===== src/rtl/piece_queue.sv =====
// piece_queue
//   Turns the raw 3-bit LFSR value into legal tetromino codes 1..7, buffers
//   them in a small circular preview FIFO, and serves them to the game FSM
//   over a request/valid handshake together with a fixed RGB444 colour.
//
// Handshake: spawn_req is a one-cycle request pulse. If the queue holds a
//   piece, the head is popped on that edge and spawn_valid is high for exactly
//   the following cycle, with spawn_piece/spawn_colour valid in that cycle.
//   If the queue is empty, the request is parked (req_pending=1) and served
//   on the first cycle the queue becomes non-empty. Requests arriving while
//   parked, or during the cycle spawn_valid is high, are dropped (no queueing).
//
// Ports:
//   clk          system clock
//   reset        synchronous, active-high
//   rnd_in       raw random value, sampled every cycle
//   spawn_req    request pulse from the game FSM
//   spawn_valid  one-cycle pulse, spawn_piece/spawn_colour valid
//   spawn_piece  served piece code 1..7 (held after the pulse)
//   spawn_colour RGB444 colour of spawn_piece (held after the pulse)
//   next_piece   head of queue, 0 when empty
//   next_valid   queue non-empty
//   count        pieces held, 0..DEPTH
//   req_pending  a request is waiting for the queue to fill
//   dbg_state    serve FSM state (0 IDLE, 1 WAIT)
module piece_queue #(
  parameter int DEPTH     = 3,
  parameter int NO_REPEAT = 1
) (
  input  logic        clk,
  input  logic        reset,
  input  logic [2:0]  rnd_in,
  input  logic        spawn_req,
  output logic        spawn_valid,
  output logic [2:0]  spawn_piece,
  output logic [11:0] spawn_colour,
  output logic [2:0]  next_piece,
  output logic        next_valid,
  output logic [2:0]  count,
  output logic        req_pending,
  output logic        dbg_state
);

  localparam int PW = (DEPTH <= 2) ? 1 : 2;

  typedef enum logic {
    ST_IDLE = 1'b0,
    ST_WAIT = 1'b1
  } state_t;

  state_t          r_state;
  state_t          w_state_nxt;

  logic [2:0]      r_q [DEPTH];
  logic [PW-1:0]   r_head;
  logic [PW-1:0]   r_tail;
  logic [2:0]      r_count;
  logic [2:0]      r_last;
  logic            r_reroll_used;
  logic            r_spawn_valid;
  logic [2:0]      r_spawn_piece;
  logic [11:0]     r_spawn_colour;

  logic            w_nonempty;
  logic            w_pop;
  logic            w_slot;
  logic            w_is_zero;
  logic            w_is_repeat;
  logic            w_push;
  logic            w_reroll;
  logic [2:0]      w_head_piece;
  logic [11:0]     w_head_colour;

  function automatic logic [PW-1:0] ptr_inc(input logic [PW-1:0] p);
    if (p == PW'(DEPTH - 1)) return '0;
    return PW'(p + 1'b1);
  endfunction

  assign w_nonempty   = (r_count != 3'd0);
  assign w_head_piece = r_q[r_head];

  // Serve FSM: next state and pop decision.
  always_comb begin
    w_state_nxt = r_state;
    w_pop       = 1'b0;
    case (r_state)
      ST_IDLE: begin
        // A request overlapping the spawn_valid cycle is dropped.
        if (spawn_req && !r_spawn_valid) begin
          if (w_nonempty) w_pop = 1'b1;
          else            w_state_nxt = ST_WAIT;
        end
      end
      ST_WAIT: begin
        if (w_nonempty) begin
          w_pop       = 1'b1;
          w_state_nxt = ST_IDLE;
        end
      end
      default: w_state_nxt = ST_IDLE;
    endcase
  end

  always_ff @(posedge clk) begin
    if (reset) r_state <= ST_IDLE;
    else       r_state <= w_state_nxt;
  end

  // Candidate acceptance. A full queue only takes a candidate when the head
  // leaves on the same edge. A rejected repeat spends the single reroll, so
  // at most one back-to-back duplicate is ever filtered.
  assign w_slot      = (r_count < 3'(DEPTH)) || w_pop;
  assign w_is_zero   = (rnd_in == 3'd0);
  assign w_is_repeat = (NO_REPEAT != 0) && (rnd_in == r_last) && !r_reroll_used;
  assign w_push      = w_slot && !w_is_zero && !w_is_repeat;
  assign w_reroll    = w_slot && !w_is_zero && w_is_repeat;

  always_comb begin
    w_head_colour = 12'h000;
    case (w_head_piece)
      3'd1:    w_head_colour = 12'h0FF;
      3'd2:    w_head_colour = 12'hFF0;
      3'd3:    w_head_colour = 12'hA0F;
      3'd4:    w_head_colour = 12'h0F0;
      3'd5:    w_head_colour = 12'hF00;
      3'd6:    w_head_colour = 12'h00F;
      3'd7:    w_head_colour = 12'hF80;
      default: w_head_colour = 12'h000;
    endcase
  end

  always_ff @(posedge clk) begin
    if (reset) begin
      for (int i = 0; i < DEPTH; i++) r_q[i] <= 3'd0;
      r_head         <= '0;
      r_tail         <= '0;
      r_count        <= 3'd0;
      r_last         <= 3'd0;
      r_reroll_used  <= 1'b0;
      r_spawn_valid  <= 1'b0;
      r_spawn_piece  <= 3'd0;
      r_spawn_colour <= 12'h000;
    end else begin
      r_spawn_valid <= w_pop;
      if (w_pop) begin
        r_spawn_piece  <= w_head_piece;
        r_spawn_colour <= w_head_colour;
        r_head         <= ptr_inc(r_head);
      end
      if (w_push) begin
        r_q[r_tail]   <= rnd_in;
        r_tail        <= ptr_inc(r_tail);
        r_last        <= rnd_in;
        r_reroll_used <= 1'b0;
      end else if (w_reroll) begin
        r_reroll_used <= 1'b1;
      end
      case ({w_push, w_pop})
        2'b10:   r_count <= r_count + 3'd1;
        2'b01:   r_count <= r_count - 3'd1;
        default: r_count <= r_count;
      endcase
    end
  end

  assign spawn_valid  = r_spawn_valid;
  assign spawn_piece  = r_spawn_piece;
  assign spawn_colour = r_spawn_colour;
  assign next_piece   = w_nonempty ? w_head_piece : 3'd0;
  assign next_valid   = w_nonempty;
  assign count        = r_count;
  assign req_pending  = (r_state == ST_WAIT);
  assign dbg_state    = r_state;

endmodule


===== config.mk =====
export PLATFORM = sky130hd
export DESIGN_NAME = piece_queue
export DESIGN_NICKNAME = d
export VERILOG_FILES = /design/src/rtl/piece_queue.sv
export SDC_FILE = /design/constraint.sdc
export NUM_CORES = 1
export LEC_CHECK = 0
export BUFFER_PORTS_ARGS = -buffer_cell sky130_fd_sc_hd__buf_2
export CORE_ASPECT_RATIO = 1.75
export CORE_MARGIN = 2
export CORE_UTILIZATION = 40
export DETAILED_ROUTE_END_ITERATION = 10
export SKIP_CTS_REPAIR_TIMING = 1
export SYNTH_ARGS = -nofsm -noshare
export SYNTH_HDL_FRONTEND = slang
export SYNTH_SLANG_ARGS = --single-unit

===== constraint.sdc =====
create_clock -name clk -period 2.5 [get_ports clk]
set_clock_uncertainty 0.15 [all_clocks]
set_input_delay 0.125 -clock clk [delete_from_list [all_inputs] [get_ports clk]]
set_output_delay 0.125 -clock clk [all_outputs]
set_load 0.01 [all_outputs]

### After elaboration in Yosys (flattened, before gate mapping)

Memory sizes are Yosys's and may differ from the RTL's. A register that Yosys moved wholly into a read port is not among the register bits.
Index checks and enable logic that the tools add are counted.
W data, S select, Z words.

| cells by class | value |
|---|---|
| multiplexer cells | 29 |
| $mul | 0 |
| bitwise logic cells | 1 |
| $add $sub $neg | 4 |
| div/mod/pow operators | 0 |
| eq/ne operators | 12 |
| magnitude comparators | 1 |
| reduce and logical (&&, ||, !) cells | 15 |
| shifts and indexed selects | 0 |

Operators by type and width:

| kind | number |
|---|---|
| $pmux W12 S7 | 1 |
| $mux W1 | 16 |
| $mux W2 | 7 |
| $eq A3 B3 Y1 const B | 4 |
| $eq A2 B2 Y1 const B | 3 |
| $eq A3 B2 Y1 const B | 2 |
| $mux W3 | 2 |
| $pmux W3 S2 | 1 |
| $logic_and A1 B1 Y1 | 5 |
| $add A2 B1 Y2 const B | 2 |
| $logic_not A1 Y1 | 4 |
| $pmux W1 S2 | 2 |
| $add A3 B1 Y3 const B | 1 |
| $eq A3 B1 Y1 const B | 1 |
| $eq A3 B3 Y1 | 1 |
| $logic_not A3 Y1 | 1 |
| $lt A3 B2 Y1 const B | 1 |
| $reduce_bool A3 Y1 | 1 |
| $reduce_or A3 Y1 | 1 |
| $sub A3 B1 Y3 const B | 1 |
| $eq A2 B1 Y1 const B | 1 |
| $reduce_bool A2 Y1 | 1 |
| $reduce_or A2 Y1 | 1 |
| $logic_or A1 B1 Y1 | 1 |
| $not A1 Y1 | 1 |

| word-level totals | value |
|---|---|
| register bits | 28 |
| output and inout port bits | 25 |
| ROM bits | 0 |
| word-level logic and storage cells | 72 |
| memories kept | 1 |
| latch bits | 0 |
| memory bits (writable) | 9 |

Memories:

| memory | depth | width | read ports | clocked after memory_dff | wr ports | RTL line | RTL |
|---|---|---|---|---|---|---|---|
| r_q | 3 | 3 | 1 | 1 | 3 | 54 | `logic [2:0] r_q [DEPTH];` |

### Logic depth before layout (Yosys ltp)

| depth | value |
|---|---|
| depth in word-level cells | 12 |
| depth in mapped cells | 11 |
| depth with buffers taken out | 10 |

### Least setup slack after synthesis

OpenSTA, ideal clock, no wires.

| timing path | value |
|---|---|
| kind | reg-to-reg |
| from | register r_count[0], in the netlist count[0] |
| to | register r_count[2], in the netlist count[2] |
| stages on the path, launching flop included | 12 |
| library setup time | 71 ps |
| path buffers | 2 |
| arrival time | 2311 ps |
| required time | 2279 ps |
| period minus slack after synthesis | 2532 ps |
| path slack | -32 ps |
| cells stage by stage | dfxtp_1 -> or3_1 -> buf_2 -> o21ai_2 -> inv_1 -> clkbuf_1 -> ha_1 -> inv_1 -> fa_1 -> xor2_1 -> or3_1 -> a21oi_1 |

| on the way | value |
|---|---|
| longest elaborated chain between the ends | 9 |
| elaborated cells between the ends (all ways) | 14 |
| those cells by class | add/sub (2); order compare (1); eq/ne (2); mux (4); reduce/logical (5) |

Ends and longest elaborated chain:

| what | RTL line | RTL |
|---|---|---|
| start, declared | 57 | `logic [2:0] r_count;` |
| start signal, assigned | 159 | `2'b10: r_count <= r_count + 3'd1;` |
| start signal, assigned | 160 | `2'b01: r_count <= r_count - 3'd1;` |
| start signal, assigned | 161 | `default: r_count <= r_count;` |
| $reduce_bool A3 Y1 * | 79 | `assign w_nonempty = (r_count != 3'd0);` |
| net next_valid | 38 | `output logic next_valid,` |
| $mux W1 * | 90, 95 |  |
| $mux W1 | 89 | `if (spawn_req && !r_spawn_valid) begin` |
| $pmux W1 S2 * | 86 | `case (r_state)` |
| net w_pop | 65 | `logic w_pop;` |
| $logic_or A1 B1 Y1 | 112 | `assign w_slot = (r_count < 3'(DEPTH)) \|\| w_pop;` |
| $logic_and A1 B1 Y1 (2 in a row) | 115 | `assign w_push = w_slot && !w_is_zero && !w_is_repeat;` |
| $eq A2 B1 Y1 / $eq A2 B2 Y1 (equally long branches) | 158 | `case ({w_push, w_pop})` |
| $pmux W3 S2 / $reduce_bool A2 Y1 (equally long branches) | - |  |

Mark *: on every way through the listed nets, which the timed path passes. The rest lies on a longest branch.
A chain may end at the register's enable or synchronous reset.

### Final worst setup path

| timing path | value |
|---|---|
| from | register r_last[1] |
| to | register r_count[2], in the netlist count[2] |

| on the way | value |
|---|---|
| longest elaborated chain between the ends | 6 |
| elaborated cells between the ends (all ways) | 8 |
| those cells by class | eq/ne (3); mux (1); reduce/logical (4) |

Ends and longest elaborated chain:

| what | RTL line | RTL |
|---|---|---|
| start, declared | 58 | `logic [2:0] r_last;` |
| start signal, assigned | 153 | `r_last <= rnd_in;` |
| $eq A3 B3 Y1 * | 114 | `assign w_is_repeat = (NO_REPEAT != 0) && (rnd_in == r_last) && !r_reroll_used;` |
| $logic_and A1 B1 Y1 * | 114 |  |
| $logic_not A1 Y1 * | 115 |  |
| $logic_and A1 B1 Y1 * | 115 |  |
| $eq A2 B1 Y1 / $eq A2 B2 Y1 (equally long branches) | 158 |  |
| $pmux W3 S2 / $reduce_bool A2 Y1 (equally long branches) | - |  |

Every way passes the cells marked *; elsewhere a longest branch is shown, timed or not.

==> flow_metrics.env <==
export IMPL_fin_setup_tns_ps=0
export IMPL_violations="negative hold slack"
export IMPL_gr_max_usage_layer="met2"
export IMPL_use_met2_pct=29.43
export IMPL_finalMaxSlewViolations=0
export IMPL_pwr_share_seq_pct=37.5
export IMPL_first_pass_iters=4
export IMPL_fin_crit_ps=2356
export IMPL_syn_cell_area_mm2=0.001642
export IMPL_max_slew_margin_pct=63.52
export IMPL_cts_tree="yes"
export IMPL_ir_drop_mv=0.5783
export IMPL_gp_congestion=0.7846
export IMPL_boundaryPins=31
export IMPL_htreeDepth=2
export IMPL_end_kind="flop"
export IMPL_leakagePower_nw=0.8426
export IMPL_core_mm2=0.003904
export IMPL_grt_start_max_net_pins=22
export IMPL_worstSetupPathType="flop to flop"
export IMPL_startpoint_type="flop"
export IMPL_ys_seq_area_share_pct=50.00
export IMPL_die_h_um=88.75
export IMPL_finalPower_mw=2.295
export IMPL_outcome="finished with violations"
export IMPL_min_period_over_period_pct=94.25
export IMPL_grtUsageMet1_pct=15.59
export IMPL_grt_pass1_wl_um=5464
export IMPL_n_antenna_cell=0
export IMPL_synthCells=157
export IMPL_hold_ws_ps=-0.002415
export IMPL_drt_iter0_drc=35
export IMPL_wire_per_inst_um=14.30
export IMPL_cts_sinks=35
export IMPL_layout_common_cells="buf_2 (30), dfxtp_1 (23), a21oi_1 (18)"
export IMPL_fmax_ghz=0.4244
export IMPL_fp_dieW_um=52.43
export IMPL_hold_violations=1
export IMPL_slowest_stage="fa_1"
export IMPL_synth_distinct_cells=38
export IMPL_ant_nets=0
export IMPL_drc=0
export IMPL_place_hpwl_um=2520
export IMPL_ys_ff_latch=35
export IMPL_critPathMaxFanout=2
export IMPL_clockRootBuffer="clkbuf_8"
export IMPL_comb_power_share_pct=44.7
export IMPL_syn_num_nets=165
export IMPL_num_vias=1292
export IMPL_drive_gt1_share_pct=28.35
export IMPL_hold_path_class="input pin to flop"
export IMPL_rows=30
export IMPL_syn_area_per_cell_um2=10.46
export IMPL_final_common_cell="buf_2"
export IMPL_pwr_share_clk_pct=17.8
export IMPL_setup_viol=0
export IMPL_path_cells="xor2_1 > nor4_2 > nor2_1 > inv_1 > ha_1 > inv_1 > fa_1 > xor2_1 > or3_1 > a21oi_1"
export IMPL_power_switching_uw=906.7
export IMPL_cp_arrival_ps=2430
export IMPL_max_stage_delay_ps=370
export IMPL_required_ps=2570
export IMPL_cap_viol_max_count=0
export IMPL_grt_util_met3_pct=4.899
export IMPL_clock_path_buffers=2
export IMPL_rsz0062_at_grt="false"
export IMPL_via_per_inst=5.339
export IMPL_cts_made_buffers=5
export IMPL_die_area_mm2=0.004652
export IMPL_nets=201
export IMPL_grt_overflow_total=0
export IMPL_path_clk_slew_ps=70
export IMPL_grt_pass1_vias=1221
export IMPL_yosys_warnings=0
export IMPL_p_sw_share_pct=39.51
export IMPL_internal_power_mw=1.388
export IMPL_syn2layout_area_growth_pct=19.36
export IMPL_grt_usage_pct=16.40
export IMPL_antenna_found_initial=0
export IMPL_power_density_mw_per_mm2=1171
export IMPL_routed_wl_um=3461
export IMPL_start_util_pct=42.05
export IMPL_clock_latency_ps=290
export IMPL_portBuffers=30
export IMPL_tightest_slew_ps=542.6
-- sequential cells by signal, summed over array words and instances, names as in the netlist, named ones only --
register / count
count: 3
dbg_state: 1
r_head: 2
r_last: 3
r_q: 12
r_reroll_used: 1
r_tail: 2
spawn_colour: 5
spawn_piece: 3
spawn_valid: 1
-- worst max-delay path, delay by kind of cell (launching register included) --
kind	cells	cell delay [ps]
simple gates	3	670
fa+ha+maj	2	540
xor+xnor	2	330
flops	1	320
buf+inv	2	140
compound gates	1	140
-- cell usage after synthesis --
library cell	number	area share, %
xor2_2	1	0.99
nand2_1	12	2.7
o31ai_2	1	0.76
fa_1	1	1.2
buf_2	1	0.30
xor2_1	5	2.7
a211oi_1	1	0.46
a211o_1	1	0.53
o31ai_1	1	0.46
inv_1	9	2.1
nand3b_1	2	0.91
nand3_1	2	0.61
clkbuf_1	3	0.69
ha_1	1	0.76
nor3b_2	1	0.76
or4_1	2	0.91
nor3_1	2	0.61
a21oi_1	18	5.5
a31oi_1	1	0.38
and4_1	9	4.8
o21ai_0	9	2.7
mux2i_1	1	0.61
nor2b_1	2	0.76
buf_4	10	4.6
o21ai_2	1	0.53
and2_2	1	0.46
edfxtp_1	12	22
nand4_1	1	0.38
mux4_1	1	1.6
mux4_2	2	2.7
dfxtp_1	23	28
nor4_2	2	1.5
nor2_1	7	1.6
nand2b_1	2	0.76
or3_1	4	1.5
o31a_1	1	0.53
and2_1	2	0.76
and3_1	2	0.76
-- logic make-up (layout without fill, tap and decap cells) --
kind of cell | count (synthesis) | in the layout | synth area share, %
buffers and inverters | 23 | 60 | 7.621
multiplexers | 4 | 4 | 4.954
AND/OR/NAND/NOR | 53 | 53 | 19.89
XOR/XNOR | 6 | 6 | 3.659
AO/OA/AOI/OAI | 34 | 34 | 11.89
adder cells (fa/ha/maj) | 2 | 2 | 1.982
flip-flops | 35 | 35 | 50.00
-- power by group through the flow --
stage	sequential (mW)	clock, mW	combinational, mW
after floorplan	0.897	0	0.720
after global routing	0.889	0.450	1.13
after detailed placement	0.874	0	1.02
after CTS	0.864	0.423	1.03
final	0.861	0.407	1.03
after global placement	0.863	0	0.995
-- worst paths after layout --
| check | start | endpoint | slack [ps] | cells after the start |
|---|---|---|---|---|
| worst max-delay path | r_last[1] | count[2] | 140 | 10 |
| worst min register to register | spawn_piece[0] | spawn_piece[0] | 310 | 2 |
| worst max register to register | r_last[1] | count[2] | 140 | 10 |
| worst min-delay path | rnd_in[0] | r_last[0] | -0.002 | 3 |
-- cell type report --
| type | count | area, um^2 |
|---|---|---|
| tap | 48 | 60.06 |
| timing repair buffer | 43 | 260.3 |
| clock inverter | 3 | 20.02 |
| clock buffer | 5 | 68.82 |
| inverter | 9 | 33.78 |
| fill | 384 | 1944 |
| sequential | 35 | 820.8 |
| multi-input combinational | 99 | 695.7 |
-- metal layers --
layer | vias up | wire (um)
li1 | 630 | -
met1 | 613 | 1279
met2 | 37 | 1926
met3 | 12 | 138
met4 | 0 | 116
met5 | - | 0
-- stage by stage --
stage               std cells  hold slack (ps)  util, %  instance area [um^2]  setup WS (ps)
floorplan                 157            73.87        -                  1643          87.10
global placement          229            245.3    46.63                  1821          183.8
detailed placement        229            250.4    46.63                  1821          125.1
CTS                       237           -57.13    48.91                  1909          129.3
global route              242            9.278    50.19                  1959          4.853
finish                    242        -0.002415    50.19                  1959          143.7
(Power assumes the default switching activity.)
